==> src/rtl/mmcs_pkg.sv <==
`default_nettype none
// +------------------------------------------------------------------+
// | mmcs_pkg : shared state encoding and slice helpers  (Rev 1.0)    |
// +------------------------------------------------------------------+
package mmcs_pkg;

  typedef enum logic [2:0] {
    ST_IDLE    = 3'd0,
    ST_WAIT_WR = 3'd1,
    ST_WAIT_RD = 3'd2,
    ST_ERROR   = 3'd3
  } state_e;

  localparam int REQ_BIT = 1;
  localparam int RD_BIT  = 0;

  function automatic int slice_lo(input int idx, input int width);
    return idx * width;
  endfunction

  // An index port never collapses to zero width, even with a single master.
  function automatic int idx_width(input int n);
    return (n > 1) ? $clog2(n) : 1;
  endfunction

endpackage
`default_nettype wire

==> src/rtl/btn_sync_edge.sv <==
`default_nettype none
// +------------------------------------------------------------------+
// | btn_sync_edge : 2-flop synchroniser + registered rise pulse (1.0)|
// +------------------------------------------------------------------+
module btn_sync_edge (
  input  logic clk,
  input  logic reset,
  input  logic btn_i,
  output logic pulse_o
);

  logic meta_q, sync_q, prev_q, pulse_q;

  always_ff @(posedge clk) begin
    if (reset) begin
      meta_q  <= 1'b0;
      sync_q  <= 1'b0;
      prev_q  <= 1'b0;
      pulse_q <= 1'b0;
    end else begin
      meta_q  <= btn_i;
      sync_q  <= meta_q;
      prev_q  <= sync_q;
      pulse_q <= sync_q & ~prev_q;
    end
  end

  assign pulse_o = pulse_q;

endmodule
`default_nettype wire

==> src/rtl/multi_master_cmd_sequencer.sv <==
`default_nettype none
// +------------------------------------------------------------------+
// | multi_master_cmd_sequencer : button-launched bus command (1.0)   |
// +------------------------------------------------------------------+
module multi_master_cmd_sequencer
  import mmcs_pkg::*;
#(
  parameter int NUM_M       = 2,
  parameter int ADDR_LEN    = 12,
  parameter int DATA_LEN    = 8,
  parameter int BURST_LEN   = 12,
  parameter int SLAVE_LEN   = 2,
  parameter int TIMEOUT_CYC = 1024
) (
  input  logic                          clk,
  input  logic                          reset,
  input  logic                          btn_go,
  input  logic                          btn_abort,
  input  logic [idx_width(NUM_M)-1:0]   cmd_master,
  input  logic [SLAVE_LEN-1:0]          cmd_slave,
  input  logic [ADDR_LEN-1:0]           cmd_addr,
  input  logic [DATA_LEN-1:0]           cmd_data,
  input  logic [BURST_LEN-1:0]          cmd_burst,
  input  logic                          cmd_read,
  output logic [NUM_M*ADDR_LEN-1:0]     m_addr,
  output logic [NUM_M*DATA_LEN-1:0]     m_data,
  output logic [NUM_M*BURST_LEN-1:0]    m_burst,
  output logic [NUM_M*SLAVE_LEN-1:0]    m_slave,
  output logic [NUM_M*2-1:0]            m_instr,
  input  logic [NUM_M-1:0]              m_tx_done,
  input  logic [NUM_M-1:0]              m_new_rx,
  input  logic [NUM_M-1:0]              m_rx_done,
  input  logic [NUM_M*DATA_LEN-1:0]     m_new_data,
  output logic [DATA_LEN-1:0]           rd_data,
  output logic                          rd_valid,
  output logic [BURST_LEN-1:0]          rd_count,
  output logic                          busy,
  output logic                          err_timeout,
  output logic [2:0]                    state_o
);

  localparam int MW = idx_width(NUM_M);
  localparam int CW = (TIMEOUT_CYC > 0) ? $clog2(TIMEOUT_CYC + 1) : 1;

  state_e                state_q, state_d;
  logic [MW-1:0]         sel_q, sel_d;
  logic [ADDR_LEN-1:0]   addr_q, addr_d;
  logic [DATA_LEN-1:0]   data_q, data_d;
  logic [BURST_LEN-1:0]  burst_q, burst_d;
  logic [SLAVE_LEN-1:0]  slave_q, slave_d;
  logic                  read_q, read_d;
  logic [CW-1:0]         cnt_q, cnt_d;
  logic [DATA_LEN-1:0]   rd_data_q, rd_data_d;
  logic                  rd_valid_q, rd_valid_d;
  logic [BURST_LEN-1:0]  rd_count_q, rd_count_d;
  logic                  err_q, err_d;

  logic go_p, abort_p, active, timeout_hit;
  logic tx_done_s, new_rx_s, rx_done_s;
  logic [DATA_LEN-1:0] new_data_s;

  btn_sync_edge u_go_sync    (.clk(clk), .reset(reset), .btn_i(btn_go),    .pulse_o(go_p));
  btn_sync_edge u_abort_sync (.clk(clk), .reset(reset), .btn_i(btn_abort), .pulse_o(abort_p));

  assign active      = (state_q == ST_WAIT_WR) || (state_q == ST_WAIT_RD);
  assign timeout_hit = (TIMEOUT_CYC != 0) && (cnt_q == CW'(TIMEOUT_CYC - 1));

  // Only the selected master's completion/beat inputs are ever observed.
  always_comb begin
    tx_done_s  = 1'b0;
    new_rx_s   = 1'b0;
    rx_done_s  = 1'b0;
    new_data_s = '0;
    for (int i = 0; i < NUM_M; i++) begin
      if (sel_q == MW'(i)) begin
        tx_done_s  = m_tx_done[i];
        new_rx_s   = m_new_rx[i];
        rx_done_s  = m_rx_done[i];
        new_data_s = m_new_data[slice_lo(i, DATA_LEN) +: DATA_LEN];
      end
    end
  end

  always_comb begin
    state_d    = state_q;
    sel_d      = sel_q;
    addr_d     = addr_q;
    data_d     = data_q;
    burst_d    = burst_q;
    slave_d    = slave_q;
    read_d     = read_q;
    cnt_d      = cnt_q;
    rd_data_d  = rd_data_q;
    rd_valid_d = 1'b0;
    rd_count_d = rd_count_q;
    err_d      = err_q;
    case (state_q)
      ST_IDLE: begin
        if (go_p && (int'(cmd_master) < NUM_M)) begin
          sel_d      = cmd_master;
          addr_d     = cmd_addr;
          data_d     = cmd_read ? '0 : cmd_data;
          burst_d    = cmd_burst;
          slave_d    = cmd_slave;
          read_d     = cmd_read;
          cnt_d      = '0;
          rd_count_d = '0;
          err_d      = 1'b0;
          state_d    = cmd_read ? ST_WAIT_RD : ST_WAIT_WR;
        end
      end
      ST_WAIT_WR: begin
        if (abort_p || tx_done_s) begin
          state_d = ST_IDLE;
        end else if (timeout_hit) begin
          state_d = ST_ERROR;
          err_d   = 1'b1;
        end else begin
          cnt_d = cnt_q + CW'(1);
        end
      end
      ST_WAIT_RD: begin
        if (abort_p) begin
          state_d = ST_IDLE;
        end else begin
          // A beat arriving with rx_done is still captured before finishing.
          if (new_rx_s) begin
            rd_data_d  = new_data_s;
            rd_valid_d = 1'b1;
            rd_count_d = rd_count_q + BURST_LEN'(1);
            cnt_d      = '0;
          end
          if (rx_done_s) begin
            state_d = ST_IDLE;
          end else if (!new_rx_s) begin
            if (timeout_hit) begin
              state_d = ST_ERROR;
              err_d   = 1'b1;
            end else begin
              cnt_d = cnt_q + CW'(1);
            end
          end
        end
      end
      default: state_d = ST_IDLE;
    endcase
  end

  always_ff @(posedge clk) begin
    if (reset) begin
      state_q    <= ST_IDLE;
      sel_q      <= '0;
      addr_q     <= '0;
      data_q     <= '0;
      burst_q    <= '0;
      slave_q    <= '0;
      read_q     <= 1'b0;
      cnt_q      <= '0;
      rd_data_q  <= '0;
      rd_valid_q <= 1'b0;
      rd_count_q <= '0;
      err_q      <= 1'b0;
    end else begin
      state_q    <= state_d;
      sel_q      <= sel_d;
      addr_q     <= addr_d;
      data_q     <= data_d;
      burst_q    <= burst_d;
      slave_q    <= slave_d;
      read_q     <= read_d;
      cnt_q      <= cnt_d;
      rd_data_q  <= rd_data_d;
      rd_valid_q <= rd_valid_d;
      rd_count_q <= rd_count_d;
      err_q      <= err_d;
    end
  end

  for (genvar i = 0; i < NUM_M; i++) begin : g_master
    logic hit;
    assign hit = active && (sel_q == MW'(i));
    assign m_addr[slice_lo(i, ADDR_LEN) +: ADDR_LEN]    = hit ? addr_q  : '0;
    assign m_data[slice_lo(i, DATA_LEN) +: DATA_LEN]    = hit ? data_q  : '0;
    assign m_burst[slice_lo(i, BURST_LEN) +: BURST_LEN] = hit ? burst_q : '0;
    assign m_slave[slice_lo(i, SLAVE_LEN) +: SLAVE_LEN] = hit ? slave_q : '0;
    assign m_instr[slice_lo(i, 2) + REQ_BIT]            = hit;
    assign m_instr[slice_lo(i, 2) + RD_BIT]             = hit & read_q;
  end

  assign rd_data     = rd_data_q;
  assign rd_valid    = rd_valid_q;
  assign rd_count    = rd_count_q;
  assign busy        = active;
  assign err_timeout = err_q;
  assign state_o     = state_q;

endmodule
`default_nettype wire
==> config.mk <==
export PLATFORM = sky130hd
export DESIGN_NAME = multi_master_cmd_sequencer
export DESIGN_NICKNAME = d
export VERILOG_FILES = /design/src/rtl/mmcs_pkg.sv /design/src/rtl/btn_sync_edge.sv /design/src/rtl/multi_master_cmd_sequencer.sv
export SDC_FILE = /design/constraint.sdc
export NUM_CORES = 1
export LEC_CHECK = 0
export BUFFER_PORTS_ARGS = -buffer_cell sky130_fd_sc_hd__buf_2
export CAP_MARGIN = 0
export CELL_PAD_IN_SITES_DETAIL_PLACEMENT = 0
export CELL_PAD_IN_SITES_GLOBAL_PLACEMENT = 1
export CORE_MARGIN = 2
export CORE_UTILIZATION = 35
export CTS_BUF_LIST = sky130_fd_sc_hd__clkbuf_16
export DETAILED_ROUTE_END_ITERATION = 7
export GPL_TIMING_DRIVEN = 0
export PLACE_DENSITY = 0.88
export SYNTH_ARGS = -nofsm -noshare
export SYNTH_HDL_FRONTEND = slang
export SYNTH_HIERARCHICAL = 1
export SYNTH_SLANG_ARGS = --single-unit
==> constraint.sdc <==
create_clock -name clk -period 2.5 [get_ports clk]
set_input_delay 0.125 -clock clk [delete_from_list [all_inputs] [get_ports clk]]
set_output_delay 0.125 -clock clk [all_outputs]
set_load 0.005 [all_outputs]
# Word-level counts from Yosys, hierarchy flattened
# Index checks and enable logic that the tools add are counted.
# word_totals
reg_bits	80
in_bits	62
# op_classes
n_mux	42
eq_ne	11
reduce_logical	14
n_bitwise	9
n_addsub	2
# op_table
cell	count
$mux 11	8
$mux 12	7
$pmux 11 s3	1
$mux 8	4
$pmux 12 s2	1
$mux 3	6
$add 12x1->12 const B	1
$ne 2x2->1 const B	6
$add 11x1->11 const B	1
$eq 11x10->1 const B	1
$mux 1	10
$pmux 3 s3	1
$mux 2	3
$reduce_and 6->1	1
$not 1->1	5
$reduce_and 5->1	1
$and 1x1->1	4
$ne 4x3->1 const B	1
$reduce_and 2->1	2
$reduce_and 4->1	1
$eq 3x1->1 const B	1
$eq 3x2->1 const B	1
$logic_not 3->1	1
$pmux 1 s3	1
other kinds (7)	9

# Longest topological paths before layout
# Gate-level depths: netlist of the first run.
# logic_depth
word_depth	7
depth_mapped	7

# Hierarchy
# The synthesis of the first run kept the hierarchy.
# modules_own_cells
mod	instances	cells_per_inst	area_each_um2
multi_master_cmd_sequencer	1	467	3773.6
btn_sync_edge	2	8	111.4

# Least setup slack after synthesis of the first run
# OpenSTA, ideal clock, no wires.
# synth_timing
path_type	reg-to-output
from	reg state_q[1], in the netlist state_o[1]
to	out m_addr[13]
arrival_time_ns	1.681
required_time_ns	2.375
setup_slack_ns	0.694
path_stages_with_launch	7
n_path_buf	2
cell_sequence	dfxtp_1 -> buf_2 -> nor3b_2 -> nor2_1 -> nor2b_1 -> clkbuf_1 -> and2_1
# synth_via
elab_chain_cells	4
# synth_lines
item	line_no	rtl
from (decl)	multi_master_cmd_sequencer.sv:45	state_e state_q, state_d;
from (signal assigned)	multi_master_cmd_sequencer.sv:164	state_q <= state_d;
$eq 3x1->1 or $eq 3x2->1 (tied branches)	multi_master_cmd_sequencer.sv:65	assign active = (state_q == ST_WAIT_WR) || (state_q == ST_WAIT_RD);
$logic_or 1x1->1 (*)	multi_master_cmd_sequencer.sv:65	
$logic_and 1x1->1 (*)	multi_master_cmd_sequencer.sv:181	assign hit = active && (sel_q == MW'(i));
$mux 12 (*)	multi_master_cmd_sequencer.sv:182	assign m_addr[slice_lo(i, ADDR_LEN) +: ADDR_LEN] = hit ? addr_q : '0;
to (decl)	multi_master_cmd_sequencer.sv:25	output logic [NUM_M*ADDR_LEN-1:0] m_addr,
# Mark *: on every way between the ends. The rest lies on a longest branch, timed or not.

# Final worst setup path of the first run
# layout_timing
from	reg state_q[1], in the netlist state_o[1]
to	out m_burst[19]
# layout_via
elab_chain_cells	4
# layout_lines
item	line_no	rtl
$eq 3x1->1 or $eq 3x2->1 (tied branches)	multi_master_cmd_sequencer.sv:65	
$logic_or 1x1->1 (*)	multi_master_cmd_sequencer.sv:65	
$logic_and 1x1->1 (*)	multi_master_cmd_sequencer.sv:181	
via g_master[1].hit	multi_master_cmd_sequencer.sv:180	logic hit;
$mux 12 (*)	multi_master_cmd_sequencer.sv:184	assign m_burst[slice_lo(i, BURST_LEN) +: BURST_LEN] = hit ? burst_q : '0;
to (decl)	multi_master_cmd_sequencer.sv:27	output logic [NUM_M*BURST_LEN-1:0] m_burst,
# The timed path passes the listed nets; every way through them passes the cells marked *.

==> results of run 1 <==
what timing repair did:
item	4_1_cts	5_1_grt
endpoints found under the setup margin	72	21
cloned	0	0
buffers inserted	3	0
hold buffers	1	0
hold endpoints to repair	1	0
gates resized for setup	9	1
worst paths after layout:
check | from | end | cells after the start
setup reg to reg | sel_q$_SDFFE_PP0P_ | cnt_q[0]$_SDFFE_PP0P_ | 6
hold reg to reg | u_go_sync/prev_q$_SDFF_PP0_ | u_go_sync/pulse_o$_SDFF_PP0_ | 1
hold / removal | btn_abort | u_abort_sync/meta_q$_SDFF_PP0_ | 2
setup / recovery | state_o[1]$_SDFFE_PP0P_ | m_burst[19] | 7
stage by stage:
stage / cell area (um^2) / setup TNS, ns / setup slack [ns] / instances / utilization
finish: 5320 / 0 / 0.152 / 804 / 0.472
global route: 5320 / 0 / 0.0135 / 804 / 0.472
CTS: 5320 / 0 / 0.0726 / 804 / 0.472
detailed placement: 4970 / -4.40 / -0.213 / 785 / 0.441
global placement: 4970 / -1.40 / -0.0936 / 785 / 0.441
floorplan: 4000 / 0 / 0.694 / 483 / -
flip-flops by register name (all words and copies together), names as in the netlist:
name	count
addr_q	12
burst_q	12
rd_count	12
cnt_q	11
data_q	8
rd_data	8
state_o	3
slave_q	2
err_timeout	1
rd_valid	1
read_q	1
sel_q	1
u_abort_sync/meta_q	1
u_abort_sync/prev_q	1
u_abort_sync/pulse_o	1
u_abort_sync/sync_q	1
u_go_sync/meta_q	1
u_go_sync/prev_q	1
u_go_sync/pulse_o	1
u_go_sync/sync_q	1
worst register-to-register path, delay by kind of cell (launching register included):
family	cells	cell delay (ns)
and+or+nand+nor	1	0.42
buffers and inverters	2	0.66
muxes	2	0.68
AOI/OAI and AO/OA	1	0.17
DFF	1	0.30
layout make-up:
type	count	area, um^2
clock inverters	6	60.1
plain buffers	32	151
fillers	1093	5950
repair buffers	163	828
inverters	4	15.0
multi-input cells	367	2260
clock buffers	9	225
flip-flops and latches	80	1600
well taps	143	179
power by group:
part           switching [mW]  internal, mW  total [mW]  leakage, nW
Sequential            0.00865          1.29        1.30        0.646
Clock                   0.512         0.764        1.28        0.139
Combinational          0.0793        0.0623       0.142         1.55
synthesized netlist by cell type, types with 7 or more instances:
master,number
and2_1,73
a21oi_1,45
clkbuf_1,19
nand2_1,83
nor2b_1,9
nor2_1,30
mux2i_1,12
nand3b_1,8
dfxtp_1,80
nand4_1,8
buf_2,7
nor3_1,7
a211oi_1,8
xnor2_1,12
layer usage:
layer	part of all wire	wire length (um)	track usage
met1	0.45	5200	0.226
met2	0.47	5490	0.313
met3	0.056	644	0.0361
met4	0.023	266	0.0758
met5	0	0	0
cell families (layout without fill, tap and decap cells):
kind of cell,count (synthesis),in the layout,share of synthesized area
mux,14,14,0.0357
xor+xnor,14,14,0.0307
simple gates,250,250,0.347
fa+ha+maj,2,2,0.00626
flops,80,80,0.401
buf+inv,36,214,0.0398
compound gates,86,86,0.139
other cells,1,1,0.000938
==> metrics.md, run 1 <==
| Metric | Value |
|---|---|
| First-pass GRT wire length | `~18,000 um` |
| Register area share after synthesis | `0.401` |
| Outcome | `complete, no violations` |
| CP required | `about 2.4 ns` |
| Crit Path Class | `reg2out` |
| Post-synth design cell area | `between 3000 and 4000 um^2` |
| Period minus WS final | `approximately 2.3 ns` |
| Num CTS Buffers | `9` |
| Max Slew Vio Count | `0` |
| Layout Nets | `a little over 700` |
| RSZ-0062 raised after global routing | `no` |
| Die footprint | `between 10,000 and 15,000 um^2` |
| Leading cell types in the layout, fill and taps excluded | `buf_2, nand2_1, dfxtp_1, and2_1, a21oi_1` |
| WP data arrival | `approximately 2.2 ns` |
| Tcrit/Tclk final | `0.939` |
| Fmax | `roughly 430 MHz` |
| Synth area leaders | `dfxtp_1, and2_1, nand2_1` |
| Hold Crit Class | `in2reg` |
| Worst slew pin tran | `roughly 0.76 ns` |
| Dpl hpwl | `8800 um` |
| CTS root buffer | `clkbuf_16` |
| VDD IR-drop max | `0.290 mV` |
| Max_cap viols | `0` |
| Synth Area per Inst | `slightly above 8 um^2` |
| Main synth FF type | `dfxtp_1` |
| GP Congestion | `around 0.9` |
| H-tree depth | `3` |
| #FFs+latches synth | `80` |
| Layout cells sized above 1 | `0.318` |
| Worst setup EP type | `primary output` |
| FP Rows | `39` |
| Most used cell, CP | `buf_2` |
| Pwr/cell area | `510 nW/um^2` |
| Remaining antenna violation count | `0` |
| Share of the synthesized area in the top cell type | `0.401` |
| Leading cell type in the layout, fill and taps excluded | `buf_2` |
| DR vias | `~4,000` |
| Crit path max fanout | `10` |
| Port bufs | `~160` |
| Largest net degree at the start of global routing | `14` |
| Drt pass-1 iters | `5` |
| Critical Path Start Type | `flop` |
| Post-DR wirelength/cell | `roughly 14 um` |
| Die Width | `around 110 um` |
| Area leader, netlist | `dfxtp_1` |
| Post-Syn Instances | `just under 500` |
| Total wire length | `roughly 12,000 um` |
| Worst-Skew Late Latency | `roughly 0.33 ns` |
| Reg clk slew, reported paths | `approximately 0.060 ns` |
| Gr ovfl total | `0` |
| Leakage | `roughly 2.3 nW` |
| Hold Worst Slack | `between 0.008 and 0.009 ns` |
| Clk sinks | `80` |
| CORE AREA | `approximately 11,000 um^2` |
| Vias per cell | `roughly 5` |
| Setup violations, final | `0` |
| Syn_nets | `between 500 and 600` |
| Register-to-register setup slack | `between 0.2 and 0.25 ns` |
| # IOs | `160` |
| Initial Util | `0.355` |
| Crit-path leading delay family | `simple AND/OR/NAND/NOR gates` |
| Number of distinct library cells after synthesis | `57` |
| Vias in the first global route | `between 3,000 and 4,000` |
| CTS tree | `done` |
| Initial antenna violation count | `0` |
| Crit-path cells | `clkbuf_4 -> nor3b_4 -> nor2_1 -> nor2b_4 -> buf_2 -> and2_1 -> buf_2` |
| Final hold vios | `0` |
| Max stage delay on crit path | `just under 0.4 ns` |
| Max-slew headroom | `0.488` |
| Overall Global Routing Usage | `0.183` |
| Clock buffer depth | `2` |
| DRC violations left | `0` |
| Diode count | `0` |
| Area grow syn2layout | `33.1%` |
| Setup Skew | `0.00653 ns` |
| Total power | `roughly 2.7 mW` |
| Ys Warns | `6` |
| Die span in y | `between 100 and 150 um` |
| CP max-delay cell | `dfxtp_1` |
| EDFF count, synth | `0` |
| CP bufs+invs | `3` |
| Ys async rst share | `0` |
| Initial DRC Count | `between 200 and 250` |
Note: power is estimated with default switching activity, not from simulation.
==> run 2, diff against run 1 <==
Settings changed: CORE_ASPECT_RATIO set to 1.1, MAX_ROUTING_LAYER set to met4.
==> metrics.md, run 2 (same netlist as run 1, synthesis figures left out) <==
| Metric | Value |
|---|---|
| Outcome | `complete, no violations (unchanged)` |
| Die footprint | `12,300 um^2 (about the same)` |
| M1 wire length | `5100 um (was 5200 um)` |
| Setup Skew | `0.00749 ns (was 0.00653 ns)` |
| Min-delay src | `cmd_addr[11] (was btn_abort)` |
| Hold Crit Class | `in2reg (unchanged)` |
| Port bufs | `159 (unchanged)` |
| Crit path setup slack, layout | `0.123 ns (was 0.152 ns)` |
| Die Width | `106 um (was 111 um)` |
| Remaining antenna violation count | `0 (unchanged)` |
| Dpl hpwl | `8870 um (was 8800 um)` |
| Met3 wire length | `871 um (was 644 um)` |
| Fmax | `421 MHz (was 426 MHz)` |
| Area of the multi-input gates | `2260 um^2 (about the same)` |
| Register-to-register setup slack | `0.12 ns (was 0.23 ns)` |
| FP Rows | `40 (was 39)` |
| Clk sinks | `80 (unchanged)` |
| Critical Path Start Type | `flop (unchanged)` |
| Leakage | `2.33 nW (about the same)` |
| Hold Worst Slack | `0.0290 ns (was 0.00814 ns)` |
| Initial antenna violation count | `0 (unchanged)` |
| Area grow syn2layout | `33.4% (was 33.1%)` |
| DP Worst Slack | `-0.120 ns (was -0.213 ns)` |
| Drt pass-1 iters | `5 (unchanged)` |
| Worst Hold Depth | `3 (was 2)` |
| VDD IR-drop max | `0.312 mV (was 0.290 mV)` |
| First-pass GRT wire length | `18,200 um (was 18,400 um)` |
| Initial DRC Count | `243 (was 238)` |
| Max_cap viols | `0 (unchanged)` |
| Worst slew pin tran | `0.767 ns (was 0.764 ns)` |
| Fill cell count | `1,080 (was 1,093)` |
| R2r endpoint | `cnt_q[2]$_SDFFE_PP0P_ (was cnt_q[0]$_SDFFE_PP0P_)` |
| Tcrit/Tclk final | `0.951 (was 0.939)` |
| Vias in the first global route | `3,683 (was 3,808)` |
| RR Startpoint | `sel_q$_SDFFE_PP0P_ (unchanged)` |
| Worst Hold End | `addr_q[11]$_SDFFE_PP0P_ (was u_abort_sync/meta_q$_SDFF_PP0_)` |
| Crit Path Class | `reg2reg (was reg2out)` |
| Reg clk slew, reported paths | `0.06 ns (about the same)` |
| GP Congestion | `0.850 (was 0.904)` |
| Worst-Skew Late Latency | `0.33 ns (about the same)` |
| Setup violations, final | `0 (unchanged)` |
| Worst setup EP type | `flop (was primary output)` |
| Leading cell type in the layout, fill and taps excluded | `buf_2 (unchanged)` |
| Met2 WL | `5610 um (was 5490 um)` |
| Pwr/cell area | `509 nW/um^2 (was 510 nW/um^2)` |
| CTS tree | `done (unchanged)` |
| CP max-delay cell | `mux2i_1 (was dfxtp_1)` |
| Post-DR wirelength/cell | `14.5 um (was 14.4 um)` |
| CP required | `2.78 ns (was 2.38 ns)` |
| FF-to-FF path depth | `7 (was 6)` |
| Overall Global Routing Usage | `0.193 (was 0.183)` |
| CORE AREA | `11,000 um^2 (was 11,300 um^2)` |
| Die span in y | `116 um (was 111 um)` |
| Leading cell types in the layout, fill and taps excluded | `buf_2, nand2_1, dfxtp_1, and2_1, a21oi_1 (unchanged)` |
| FF/Latch Area | `1600 um^2 (unchanged)` |
| Vias per cell | `4.98 (was 4.97)` |
| Max-slew headroom | `0.486 (was 0.488)` |
| Max stage delay on crit path | `0.47 ns (was 0.39 ns)` |
| Initial Util | `0.363 (was 0.355)` |
| Crit-path cells | `clkbuf_1 -> mux2i_1 -> buf_2 -> a41oi_1 -> a21oi_1 -> a21boi_0 -> a31o_2 (was clkbuf_4 -> nor3b_4 -> nor2_1 -> nor2b_4 -> buf_2 -> and2_1 -> buf_2)` |
| Max Slew Vio Count | `0 (unchanged)` |
| Crit path max fanout | `10 (unchanged)` |
| # IOs | `160 (unchanged)` |
| Clock buffer depth | `2 (unchanged)` |
| Total wire length | `11,700 um (was 11,600 um)` |
| Period minus WS final | `2.38 ns (was 2.35 ns)` |
| DR vias | `4,020 (was 3,992)` |
| WP data arrival | `2.66 ns (was 2.22 ns)` |
| H-tree depth | `3 (unchanged)` |
| Top sig layer | `met4 (unchanged)` |
| Largest net degree at the start of global routing | `14 (unchanged)` |
| Num CTS Buffers | `9 (unchanged)` |
| DRC violations left | `0 (unchanged)` |
| CTS root buffer | `clkbuf_16 (unchanged)` |
| Final hold vios | `0 (unchanged)` |
| Gr ovfl total | `0 (unchanged)` |
| Layout cells sized above 1 | `0.318 (unchanged)` |
| Layout Nets | `721 (unchanged)` |
| Diode count | `0 (unchanged)` |
run 2: cell count changes in the layout (fill, tap and decap cells not counted):
cell / change
buf_4: -1
clkbuf_2: -1
clkbuf_4: +1
dlygate4sd3_1: +1
nor3_1: -1
nor3_2: +1
run 2: final cells by class:
type                    instances  area share
multi-input cells             367       0.424
flip-flops and latches         80       0.300
well taps                     147      0.0345
repair buffers                163       0.156
inverters                       4     0.00282
plain buffers                  32      0.0289
clock buffers                   9      0.0422
clock inverters                 6      0.0113
run 2: what timing repair did:
action | in CTS | in global routing
resized for setup | 9 | 4
hold buffers | 2 | 0
setup buffers | 1 | 1
endpoints found under the hold margin | 2 | 0
setup endpoints to repair | 67 | 64
run 2: per-stage QoR:
stage | total power, mW | instances | area [um^2] | util | setup TNS [ns]
floorplan | 1.39 | 483 | 4000 | - | 0
global placement | 1.46 | 789 | 4980 | 0.452 | -0.0698
detailed placement | 1.46 | 789 | 4980 | 0.452 | -0.335
CTS | 2.75 | 807 | 5320 | 0.483 | 0
global route | 2.81 | 808 | 5330 | 0.484 | -0.0268
finish | 2.71 | 808 | 5330 | 0.484 | 0
run 2: how the worst max path moves through the flow:
stage / end / slack, ns / startpoint / cells after the start
CTS: m_data[9] / 0.0002 / state_o[1]$_SDFFE_PP0P_ / 7
detailed placement: m_data[9] / -0.12 / state_o[1]$_SDFFE_PP0P_ / 7
global placement: m_data[9] / -0.06 / state_o[1]$_SDFFE_PP0P_ / 7
global route: cnt_q[2]$_SDFFE_PP0P_ / -0.02 / sel_q$_SDFFE_PP0P_ / 7
floorplan: m_addr[13] / 0.69 / state_o[1]$_SDFFE_PP0P_ / 6
finish: cnt_q[2]$_SDFFE_PP0P_ / 0.12 / sel_q$_SDFFE_PP0P_ / 7
run 2: worst max-delay path: cells and delay by family (launching register included):
kind	cells	cell delay, ns
AO/OA/AOI/OAI	4	0.84
buffers and inverters	2	0.70
multiplexers	1	0.47
flip-flops	1	0.31
run 2: layer usage:
| metal | GRT usage | up-vias |
|---|---|---|
| met5 | - | - |
| met4 | 0.0658 | 0 |
| met3 | 0.0472 | 19 |
| met2 | 0.323 | 166 |
| met1 | 0.229 | 1831 |
| li1 | - | 2004 |
run 2: power by group:
| part | internal (mW) | switching, mW |
|---|---|---|
| registers | 1.29 | 0.00849 |
| logic | 0.0632 | 0.0786 |
| clock network | 0.764 | 0.513 |
